===== config.mk =====
export PLATFORM = sky130hd
export DESIGN_NAME = ps2io
export DESIGN_NICKNAME = d
export VERILOG_FILES = /design/src/rtl/ps2io_pkg.sv /design/src/rtl/ps2io_rx.sv /design/src/rtl/ps2io.sv
export SDC_FILE = /design/constraint.sdc
export NUM_CORES = 1
export LEC_CHECK = 0
export ABC_CLOCK_PERIOD_IN_PS = 2900
export BUFFER_PORTS_ARGS = -buffer_cell sky130_fd_sc_hd__buf_4
export CORE_ASPECT_RATIO = 2
export CORE_UTILIZATION = 45
export DETAILED_ROUTE_END_ITERATION = 8
export PLACE_DENSITY = 0.63
export RECOVER_POWER = 50
export SLEW_MARGIN = 15
export SYNTH_ARGS = -nofsm -noshare
export SYNTH_HDL_FRONTEND = slang
export SYNTH_SLANG_ARGS = --single-unit

===== constraint.sdc =====
create_clock -name clk -period 2.9 [get_ports clk]
set_input_delay 0.58 -clock clk [delete_from_list [all_inputs] [get_ports clk]]
set_output_delay 0.58 -clock clk [all_outputs]
set_load 0.01 [all_outputs]

===== src/rtl/ps2io_pkg.sv =====
// Shared definitions for the receive-only PS/2 keyboard port: register map,
// STAT/CTRL bit positions and deframer state encoding.
package ps2io_pkg;

  localparam logic [1:0] REG_DATA = 2'd0;
  localparam logic [1:0] REG_STAT = 2'd1;
  localparam logic [1:0] REG_CTRL = 2'd2;
  localparam logic [1:0] REG_LEVL = 2'd3;

  localparam int STAT_AVAIL = 0;
  localparam int STAT_FULL  = 1;
  localparam int STAT_PERR  = 4;
  localparam int STAT_FERR  = 5;
  localparam int STAT_OVR   = 6;
  localparam int STAT_IRQ   = 7;

  localparam int CTRL_RXIE  = 0;
  localparam int CTRL_ERRIE = 1;
  localparam int CTRL_FLUSH = 7;

  typedef enum logic [1:0] {
    ST_IDLE   = 2'd0,
    ST_DATA   = 2'd1,
    ST_PARITY = 2'd2,
    ST_STOP   = 2'd3
  } rx_state_t;

  // PS/2 frames carry odd parity over the eight data bits plus the parity bit.
  function automatic logic odd_parity_ok(input logic [7:0] data, input logic par);
    return ^{data, par};
  endfunction

endpackage


===== src/rtl/ps2io_rx.sv =====
// PS/2 receive front end: synchronizers, ps2clk glitch filter, 11-bit deframer
// and in-frame timeout. Emits one-cycle byte/perr/ferr strobes.
module ps2io_rx
  import ps2io_pkg::*;
#(
  parameter int FILTER_LEN     = 8,
  parameter int TIMEOUT_CYCLES = 12000
) (
  input  logic       clk,
  input  logic       rst,
  input  logic       ps2clk,
  input  logic       ps2dat,
  output logic       byte_valid,
  output logic [7:0] rx_byte,
  output logic       perr,
  output logic       ferr
);

  localparam int FW = $clog2(FILTER_LEN + 1);
  localparam int TW = $clog2(TIMEOUT_CYCLES + 1);

  logic          clk_meta, clk_sync, dat_meta, dat_sync;
  logic          clk_filt, strobe;
  logic [FW-1:0] flt_cnt;
  logic [TW-1:0] tmo_cnt;
  logic [2:0]    bitcnt;
  logic [7:0]    shreg;
  logic          par_q;
  rx_state_t     state_q, state_d;

  // NOTE: sequential state uses non-blocking assignments so every flop samples
  // pre-edge values regardless of statement order.
  always_ff @(posedge clk or negedge rst) begin
    if (!rst) begin
      clk_meta <= 1'b1;
      clk_sync <= 1'b1;
      dat_meta <= 1'b1;
      dat_sync <= 1'b1;
      clk_filt <= 1'b1;
      flt_cnt  <= '0;
      strobe   <= 1'b0;
    end else begin
      {clk_sync, clk_meta} <= {clk_meta, ps2clk};
      {dat_sync, dat_meta} <= {dat_meta, ps2dat};
      strobe <= 1'b0;
      if (clk_sync == clk_filt) begin
        flt_cnt <= '0;
      end else if (flt_cnt == FW'(FILTER_LEN - 1)) begin
        clk_filt <= clk_sync;
        flt_cnt  <= '0;
        strobe   <= ~clk_sync;
      end else begin
        flt_cnt <= flt_cnt + 1'b1;
      end
    end
  end

  always_ff @(posedge clk or negedge rst) begin
    if (!rst) begin
      state_q <= ST_IDLE;
      tmo_cnt <= '0;
      bitcnt  <= '0;
      shreg   <= '0;
      par_q   <= 1'b0;
    end else begin
      state_q <= state_d;
      if (state_q == ST_IDLE || strobe) tmo_cnt <= '0;
      else                              tmo_cnt <= tmo_cnt + 1'b1;
      if (strobe) begin
        case (state_q)
          ST_IDLE: begin
            bitcnt <= '0;
            shreg  <= '0;
          end
          ST_DATA: begin
            shreg[bitcnt] <= dat_sync;
            bitcnt        <= bitcnt + 1'b1;
          end
          ST_PARITY: par_q <= dat_sync;
          default: ;
        endcase
      end
    end
  end

  // NOTE: every output of this block gets a default first, so no path can
  // leave a value held and infer a latch.
  always_comb begin
    state_d    = state_q;
    byte_valid = 1'b0;
    perr       = 1'b0;
    ferr       = 1'b0;
    if (state_q != ST_IDLE && tmo_cnt == TW'(TIMEOUT_CYCLES)) begin
      ferr    = 1'b1;
      state_d = ST_IDLE;
    end else if (strobe) begin
      case (state_q)
        ST_IDLE:   if (!dat_sync) state_d = ST_DATA;
        ST_DATA:   if (bitcnt == 3'd7) state_d = ST_PARITY;
        ST_PARITY: state_d = ST_STOP;
        ST_STOP: begin
          state_d = ST_IDLE;
          if (!dat_sync)                       ferr       = 1'b1;
          else if (odd_parity_ok(shreg, par_q)) byte_valid = 1'b1;
          else                                 perr       = 1'b1;
        end
        default: state_d = ST_IDLE;
      endcase
    end
  end

  assign rx_byte = shreg;

endmodule


===== src/rtl/ps2io.sv =====
// PS/2 keyboard port on the 6800 peripheral bus: scan-code FIFO, STAT/CTRL/LEVL
// registers and level interrupt around the ps2io_rx deframer.
module ps2io
  import ps2io_pkg::*;
#(
  parameter int FIFO_DEPTH     = 8,
  parameter int FILTER_LEN     = 8,
  parameter int TIMEOUT_CYCLES = 12000
) (
  input  logic       clk,
  input  logic       rst,
  output logic       irq,
  input  logic [1:0] AD,
  input  logic [7:0] DI,
  output logic [7:0] DO,
  input  logic       rw,
  input  logic       cs,
  input  logic       ps2clk,
  input  logic       ps2dat
);

  localparam int PW = $clog2(FIFO_DEPTH);
  localparam int LW = $clog2(FIFO_DEPTH + 1);

  logic          byte_valid, rx_perr, rx_ferr;
  logic [7:0]    rx_byte;
  logic [7:0]    mem [FIFO_DEPTH];
  logic [PW-1:0] wptr, rptr;
  logic [LW-1:0] level;
  logic          rxie, errie, perr_f, ferr_f, ovr_f;
  logic          rd, wr, pop_req, stat_rd, flush, empty, full, do_pop, do_push;
  logic [7:0]    stat;
  logic          unused_di;

  ps2io_rx #(
    .FILTER_LEN    (FILTER_LEN),
    .TIMEOUT_CYCLES(TIMEOUT_CYCLES)
  ) u_rx (
    .clk       (clk),
    .rst       (rst),
    .ps2clk    (ps2clk),
    .ps2dat    (ps2dat),
    .byte_valid(byte_valid),
    .rx_byte   (rx_byte),
    .perr      (rx_perr),
    .ferr      (rx_ferr)
  );

  assign rd      = cs & rw;
  assign wr      = cs & ~rw;
  assign pop_req = rd && AD == REG_DATA;
  assign stat_rd = rd && AD == REG_STAT;
  assign flush   = wr && AD == REG_CTRL && DI[CTRL_FLUSH];
  assign empty   = level == '0;
  assign full    = level == LW'(FIFO_DEPTH);
  assign do_pop  = pop_req & ~empty;
  // A pop frees the slot in the same cycle, so a full FIFO still accepts the push.
  assign do_push = byte_valid & (~full | do_pop);
  assign unused_di = ^DI[6:2];

  always_ff @(posedge clk or negedge rst) begin
    if (!rst) begin
      wptr  <= '0;
      rptr  <= '0;
      level <= '0;
    end else if (flush) begin
      wptr  <= '0;
      rptr  <= '0;
      level <= '0;
    end else begin
      if (do_push) wptr <= wptr + 1'b1;
      if (do_pop)  rptr <= rptr + 1'b1;
      level <= level + LW'(do_push) - LW'(do_pop);
    end
  end

  // NOTE: the storage array has no reset; level/pointers alone define validity,
  // which keeps the array mappable onto plain RAM cells.
  always_ff @(posedge clk) begin
    if (do_push && !flush) mem[wptr] <= rx_byte;
  end

  always_ff @(posedge clk or negedge rst) begin
    if (!rst) begin
      rxie   <= 1'b0;
      errie  <= 1'b0;
      perr_f <= 1'b0;
      ferr_f <= 1'b0;
      ovr_f  <= 1'b0;
    end else begin
      if (wr && AD == REG_CTRL) {errie, rxie} <= DI[1:0];
      perr_f <= rx_perr | (perr_f & ~stat_rd);
      ferr_f <= rx_ferr | (ferr_f & ~stat_rd);
      ovr_f  <= (byte_valid & full & ~do_pop) | (ovr_f & ~stat_rd);
    end
  end

  assign irq = (rxie & ~empty) | (errie & (perr_f | ferr_f | ovr_f));

  always_comb begin
    stat             = '0;
    stat[STAT_AVAIL] = ~empty;
    stat[STAT_FULL]  = full;
    stat[STAT_PERR]  = perr_f;
    stat[STAT_FERR]  = ferr_f;
    stat[STAT_OVR]   = ovr_f;
    stat[STAT_IRQ]   = irq;
  end

  always_comb begin
    DO = '0;
    if (rd) begin
      case (AD)
        REG_DATA: DO = empty ? 8'h00 : mem[rptr];
        REG_STAT: DO = stat;
        REG_CTRL: DO = {6'b0, errie, rxie};
        REG_LEVL: DO = 8'(level);
        default:  DO = '0;
      endcase
    end
  end

endmodule

==> results of run 1 <==
## path summary, 6_finish.rpt
kind                                               end  slack (ns)  cells past startpoint
setup / recovery                                 DO[1]        0.14                      6
min in group asynchronous            errie$_DFFE_PN0P_        0.46                      1
hold reg to reg                u_rx.clk_sync$_DFF_PN1_        0.35                      0
max in group asynchronous  u_rx.rx_byte[7]$_DFFE_PN0P_        1.61                      1
setup reg to reg                    level[1]$_DFF_PN0_        0.16                     11
hold / removal                 u_rx.dat_meta$_DFF_PN1_        0.28                      1
## state kept, by name, summed over array words and instances, names as in the netlist, 2 cells and up
signal and flops:
level 4, mem 64, rptr 3, u_rx.bitcnt 3
u_rx.flt_cnt 4, u_rx.rx_byte 8, u_rx.state_q 2, u_rx.tmo_cnt 14
wptr 3
## area by class of cell
class                           count  area, µm²
Clock buffer                       17        425
Clock inverter                     15        170
Fill cell                         965       5200
Inverter                           16       60.1
Multi-Input combinational cell    249       2020
Sequential cell                   117       3250
Tap cell                          145        181
Timing Repair Buffer               54        389
## cell families after synthesis
family | share of synthesized area
AOI/OAI and AO/OA | 0.0554
xor gates and xnor gates | 0.0417
adders and majority gates | 0.0433
buffers and inverters | 0.0252
DFF | 0.606
muxes | 0.100
and+or+nand+nor | 0.128
## power by group through the flow
stage / registers, W / clock network [W] / logic [W]
3_3_place_gp: 0.00195 / 0 / 0.000804
2_1_floorplan: 0.00191 / 0 / 0.000580
6_report: 0.00192 / 0.00208 / 0.000837
5_1_grt: 0.00193 / 0.00218 / 0.000923
4_1_cts: 0.00192 / 0.00212 / 0.000833
3_5_place_dp: 0.00195 / 0 / 0.000827
## timing repair
item / 4_1_cts / 5_1_grt
setup endpoints to repair: 1 / 4
hold buffers: 0 / 0
pin swaps: 0 / 2
gates resized for setup: 1 / 6
buffers inserted: 0 / 5
endpoints found under the hold margin: 0 / 0
## stage by stage
stage / cells / cell area (µm²) / setup slack [ns] / setup TNS [ns] / hold WS [ns]
after floorplan: 398 / 5370 / -0.116 / -6.03 / 0.284
after global placement: 576 / 5860 / 0.0858 / 0 / 0.346
after detailed placement: 576 / 5860 / 0.0439 / 0 / 0.347
after CTS: 608 / 6460 / 0.0143 / 0 / 0.226
after global routing: 613 / 6500 / 0.0184 / 0 / 0.261
final: 613 / 6500 / 0.139 / 0 / 0.280
## cell usage in the layout (no fill, tap or decap), types with 7 or more instances in the layout
cell type	synthesis	final
mux2i_1	10	10
mux2_2	7	7
inv_1	16	16
nor2_1	37	37
a21oi_1	8	7
ha_1	17	16
xnor2_1	15	14
edfxtp_1	64	64
buf_4	1	43
nand2_1	32	32
o21ai_0	19	19
clkbuf_16	0	17
clkbuf_1	8	7
nor4_1	7	7
dfrtp_1	48	48
nand2b_1	7	7
mux4_2	16	16
xor2_1	8	8
## per-layer routing
metal	vias up	GRT usage	part of all wire
met1	1649	0.179	0.35
met5	-	0	0
met4	0	0.0892	0.022
met3	20	0.0472	0.024
met2	47	0.373	0.60
li1	1577	-	-
## critical path, stage by stage, from the launching register on
cell       delay, ns
dfrtp_1         0.40
buf_12          0.17
mux4_2          0.35
mux2i_1         0.11
o21a_1          0.21
a2111oi_2       0.33
buf_4           0.19
==> reports/qor.txt, run 1 <==
=================================================================================
Final-stage net count                                                         489
Number of buffers created by CTS                                               17
Clock slew seen by the registers of the worst setup and hold paths        0.06 ns
VDD IR max                                                             0.000470 V
Highest clock frequency the design can meet                               362 MHz
Slew Limit Headroom                                                         0.101
Placed wire-length estimate after detailed placement                      7600 µm
Routed vias/inst                                                             5.37
Power density over cell area                                           745 nW/µm²
Total die area                                                         12,400 µm²
Die Y                                                                      157 µm
Die width                                                                 79.3 µm
Clock tree from TritonCTS                                                   built
Number of maximum-capacitance constraint violations                             0
Total congestion overflow                                                       0
Synthesis Warnings                                                              0
Total of flip-flops plus latches after synthesis                              117
Detailed-router iteration count before antenna repair                           4
Overall via count from detail_route                                         3,293
Number of cell rows                                                            56
Predominant post-synthesis flop cell                                     edfxtp_1
Post-layout util                                                            0.555
Category of the worst setup path launch point                                flop
Class of the tightest hold or removal check                                in2reg
Wire per inst                                                             17.3 µm
Number of levels in the clock H-tree                                            4
Portion of synthesized cell area occupied by the leading cell type          0.358
Final critical-path share of the clock period                               0.952
Number of endpoints failing setup at the final stage                            0
Total power after layout                                                0.00484 W
Insertion delay of the later-clocked pin in the worst-skew pair           0.41 ns
Final RePlAce weighted congestion                                           0.799
Clk pwr share                                                               0.430
Via count of the first global-routing pass                                  3,503
Critical path data arrival time                                           2.18 ns
Number of max-slew violations in the final report                               0
Post-Route Skew                                                         0.0105 ns
Syn Nets                                                                      432
Internal                                                                0.00353 W
Mean instance size in the synthesized netlist                            13.5 µm²
Logic pwr share                                                             0.173
Fin. Hold Viols                                                                 0
Wire length of the first global-routing pass                            17,200 µm
Synth top cells by count                                             edfxtp_1 (64), dfrtp_1 (48), nor2_1 (37), nand2_1 (32), o21ai_0 (19)
ANT cells                                                                       0
CTS Sinks                                                                     117
Outcome                                                              finished, final reports clean
Distinct cells, synth                                                          58
Final wirelength                                                        10,600 µm
Required @ worst endpoint                                                 2.32 ns
FF-to-FF Start                                                       u_rx.state_q[0]$_DFFE_PN0P_
DRT iter0 DRCs                                                                205
Final routed DRC violation total                                                0
Minimum period implied by the final worst setup slack                     2.76 ns
Initial antenna violation count                                                 0
Share of post-route cells with drive strength above 1                       0.259
Fraction of the yosys area taken by sequential cells                        0.606
Leakage                                                                   2.55 nW
RSZ-0062 raised after global routing                                           no
Start point of the critical path                                     rptr[0]$_DFFE_PN0P_
# port buffers                                                                 19
Post-synth EDFFs                                                               64
Routed Antenna Nets                                                             0
Gate Count Post-Synth                                                         398
Crit. End Element                                                      output pin
Clock Tree Buf Depth                                                            2
Core Region                                                            11,700 µm²
Share of flip-flops with an asynchronous set or reset                       0.453
Num ports                                                                      25
Starting density of the core                                                0.459
All-layer global routing usage                                              0.192
Transition time at the pin with the least slew margin                     1.35 ns
Highest fanout seen on the critical path                                       18
Top cells by area, synth                                             edfxtp_1 (36%), dfrtp_1 (22%), mux4_2 (6.7%)
Switching power summed over all nets                                    0.00131 W
Launch instance of the worst min-delay path                                ps2dat
Area delta synth->final                                                     20.9%
Top cell type by total area after synthesis                              edfxtp_1
Leading cell type by number of instances after synthesis                 edfxtp_1
Kind of critical path                                                     reg2out
Power share of the sequential group                                         0.397
Cell at the root of the clock tree                                      clkbuf_16
Post-synth design cell area                                              5370 µm²
Largest net degree at the start of global routing                              54
Fraction of power spent switching nets                                      0.270
=================================================================================
Power figures use the tool's default switching activity.
==> run 2, diff against run 1 <==
--- a/config.mk
+++ b/config.mk
@@ -6,7 +6,7 @@
 export NUM_CORES = 1
 export LEC_CHECK = 0
 export ABC_CLOCK_PERIOD_IN_PS = 2900
-export BUFFER_PORTS_ARGS = -buffer_cell sky130_fd_sc_hd__buf_4
+export BUFFER_PORTS_ARGS = -buffer_cell sky130_fd_sc_hd__buf_2
 export CORE_ASPECT_RATIO = 2
 export CORE_UTILIZATION = 45
 export DETAILED_ROUTE_END_ITERATION = 8
==> run 2 against run 1 <==
Against the previous run:
- sequential cell count stayed put
- cell count is 0.33% higher
- non-clock buffer count is 2 higher
- critical endpoint unchanged
==> reports/qor.txt, run 2 (synthesis gave the netlist of run 1 again) <==
=================================================================================
Share of post-route cells with drive strength above 1                       0.255   was 0.259
DRT iter0 DRCs                                                                141   was 205
All-layer global routing usage                                              0.196   was 0.192
Number of levels in the clock H-tree                                            4   unchanged
Cell with the largest stage delay on the worst path                        mux4_2   was dfrtp_1
Worst slack, placed                                                     0.0437 ns   was 0.0439 ns
Clock tree from TritonCTS                                                   built   unchanged
Die width                                                                 79.3 µm   unchanged
RSZ-0062 raised after global routing                                           no   unchanged
Number of max-slew violations in the final report                               0   unchanged
Final critical-path share of the clock period                               0.963   was 0.952
Transition time at the pin with the least slew margin                     1.36 ns   was 1.35 ns
Final routed DRC violation total                                                0   unchanged
Number of maximum-capacitance constraint violations                             0   unchanged
Outcome                                                              finished, final reports clean   unchanged
Delay of the slowest cell on the worst path                               0.53 ns   was 0.40 ns
Final wirelength                                                        10,700 µm   was 10,600 µm
Wire length of the first global-routing pass                            17,600 µm   was 17,200 µm
Largest register by flop count                                                mem   unchanged
ANT cells                                                                       0   unchanged
Setup total negative slack                                                   0 ns   unchanged
Die Y                                                                      157 µm   unchanged
Number of cell rows                                                            56   unchanged
Crit path cell chain                                                 buf_12, mux4_2, mux2i_1, o21a_1, a2111oi_4, buf_2   was buf_12, mux4_2, mux2i_1, o21a_1, a2111oi_2, buf_4
Minimum period implied by the final worst setup slack                     2.79 ns   was 2.76 ns
Highest-count cells in the layout ignoring fill and taps             edfxtp_1 (64), dfrtp_1 (48), nor2_1 (37), nand2_1 (32), buf_4 (27)   was edfxtp_1 (64), dfrtp_1 (48), buf_4 (43), nor2_1 (37), nand2_1 (32)
Placed wire-length estimate after detailed placement                      7820 µm   was 7600 µm
Wire per inst                                                             17.4 µm   was 17.3 µm
Largest net degree at the start of global routing                              26   was 54
Final RePlAce weighted congestion                                           0.835   was 0.799
Via count of the first global-routing pass                                  3,597   was 3,503
Crit. End Element                                                      output pin   unchanged
Overall via count from detail_route                                         3,369   was 3,293
Smallest hold slack                                                      0.269 ns   was 0.280 ns
# port buffers                                                                 19   unchanged
Total power after layout                                                0.00476 W   was 0.00484 W
Max reg flops                                                                  64   unchanged
Slew Limit Headroom                                                        0.0944   was 0.101
Category of the worst setup path launch point                                flop   unchanged
Most common library cell in the layout ignoring fill and taps            edfxtp_1   unchanged
Number of endpoints failing setup at the final stage                            0   unchanged
Highest clock frequency the design can meet                               358 MHz   was 362 MHz
Worst setup slack after layout                                           0.106 ns   was 0.139 ns
Initial antenna violation count                                                 0   unchanged
Post-Route Skew                                                         0.0109 ns   was 0.0105 ns
Area delta synth->final                                                     19.9%   was 20.9%
Starting density of the core                                                0.459   unchanged
Clock slew seen by the registers of the worst setup and hold paths        0.06 ns   about the same
VDD IR max                                                             0.000462 V   was 0.000470 V
Power density over cell area                                           739 nW/µm²   was 745 nW/µm²
Kind of critical path                                                     reg2out   unchanged
Number of buffers created by CTS                                               17   unchanged
Total congestion overflow                                                       0   unchanged
Highest fanout seen on the critical path                                       18   unchanged
Total die area                                                         12,400 µm²   unchanged
Clock Tree Buf Depth                                                            2   unchanged
Routed vias/inst                                                             5.48   was 5.37
Class of the tightest hold or removal check                                in2reg   unchanged
Insertion delay of the later-clocked pin in the worst-skew pair           0.42 ns   was 0.41 ns
Core Region                                                            11,700 µm²   unchanged
Routed Antenna Nets                                                             0   unchanged
Critical path data arrival time                                           2.21 ns   was 2.18 ns
CTS Sinks                                                                     117   unchanged
Fin. Hold Viols                                                                 0   unchanged
Leakage                                                                   2.54 nW   was 2.55 nW
Required @ worst endpoint                                                 2.32 ns   about the same
Post-layout util                                                            0.551   was 0.555
Number of hold-repair buffers added at the cts stage                            0   unchanged
Num ports                                                                      25   unchanged
Cell at the root of the clock tree                                      clkbuf_16   unchanged
Detailed-router iteration count before antenna repair                           4   unchanged
Final-stage net count                                                         491   was 489
=================================================================================
==> run 2: report_power, final <==
| group | internal, W | switching (W) | leakage, nW |
|---|---|---|---|
| clock | 0.00121 | 0.000817 | 0.282 |
| combinational | 0.000401 | 0.000400 | 0.945 |
| sequential | 0.00183 | 0.0000959 | 1.31 |
| total | 0.00345 | 0.00131 | 2.54 |
==> run 2: path summary, 6_finish.rpt <==
path	from	end	slack, ns	cells past startpoint
worst min register to register	u_rx.dat_meta$_DFF_PN1_	u_rx.dat_sync$_DFF_PN1_	0.35	0
worst max-delay path	rptr[0]$_DFFE_PN0P_	DO[1]	0.11	6
worst max register to register	u_rx.rx_byte[1]$_DFFE_PN0P_	level[1]$_DFF_PN0_	0.15	9
min in group asynchronous	rst	errie$_DFFE_PN0P_	0.44	1
worst min-delay path	ps2clk	u_rx.clk_meta$_DFF_PN1_	0.27	1
max in group asynchronous	rst	u_rx.tmo_cnt[13]$_DFF_PN0_	0.58	2
==> run 2: critical path: cells and delay by family, from the launching register on <==
kind            cells  cell delay [ns]
compound gates      2             0.26
buf+inv             2             0.35
flops               1             0.39
mux                 2             0.78
==> run 2: metrics by stage <==
stage                     cells  instance area, µm²
final                       615                6440
after global routing        615                6440
after CTS                   611                6420
after detailed placement    579                5830
after global placement      579                5830
after floorplan             398                5370
==> run 2: layout make-up <==
cell class | instances | area, µm²
flip-flops and latches | 117 | 3250
clock buffers | 17 | 425
clock inverters | 15 | 158
inverters | 16 | 60.1
well taps | 145 | 181
fillers | 999 | 5260
repair buffers | 56 | 350
multi-input cells | 249 | 2010
==> run 2: timing repair <==
action                                  4_1_cts  5_1_grt
hold endpoints to repair                      0        0
endpoints found under the setup margin        1        4
resized for setup                             1        7
buffers inserted                              0        4
pin swaps                                     0        1
==> run 2: routing by layer <==
layer  up-vias  global-route usage  part of all wire
met5         -                   0                 0
met4         0               0.100             0.030
met3        26              0.0525             0.029
met2        73               0.382              0.60
met1      1680               0.176              0.34
li1       1590                   -                 -
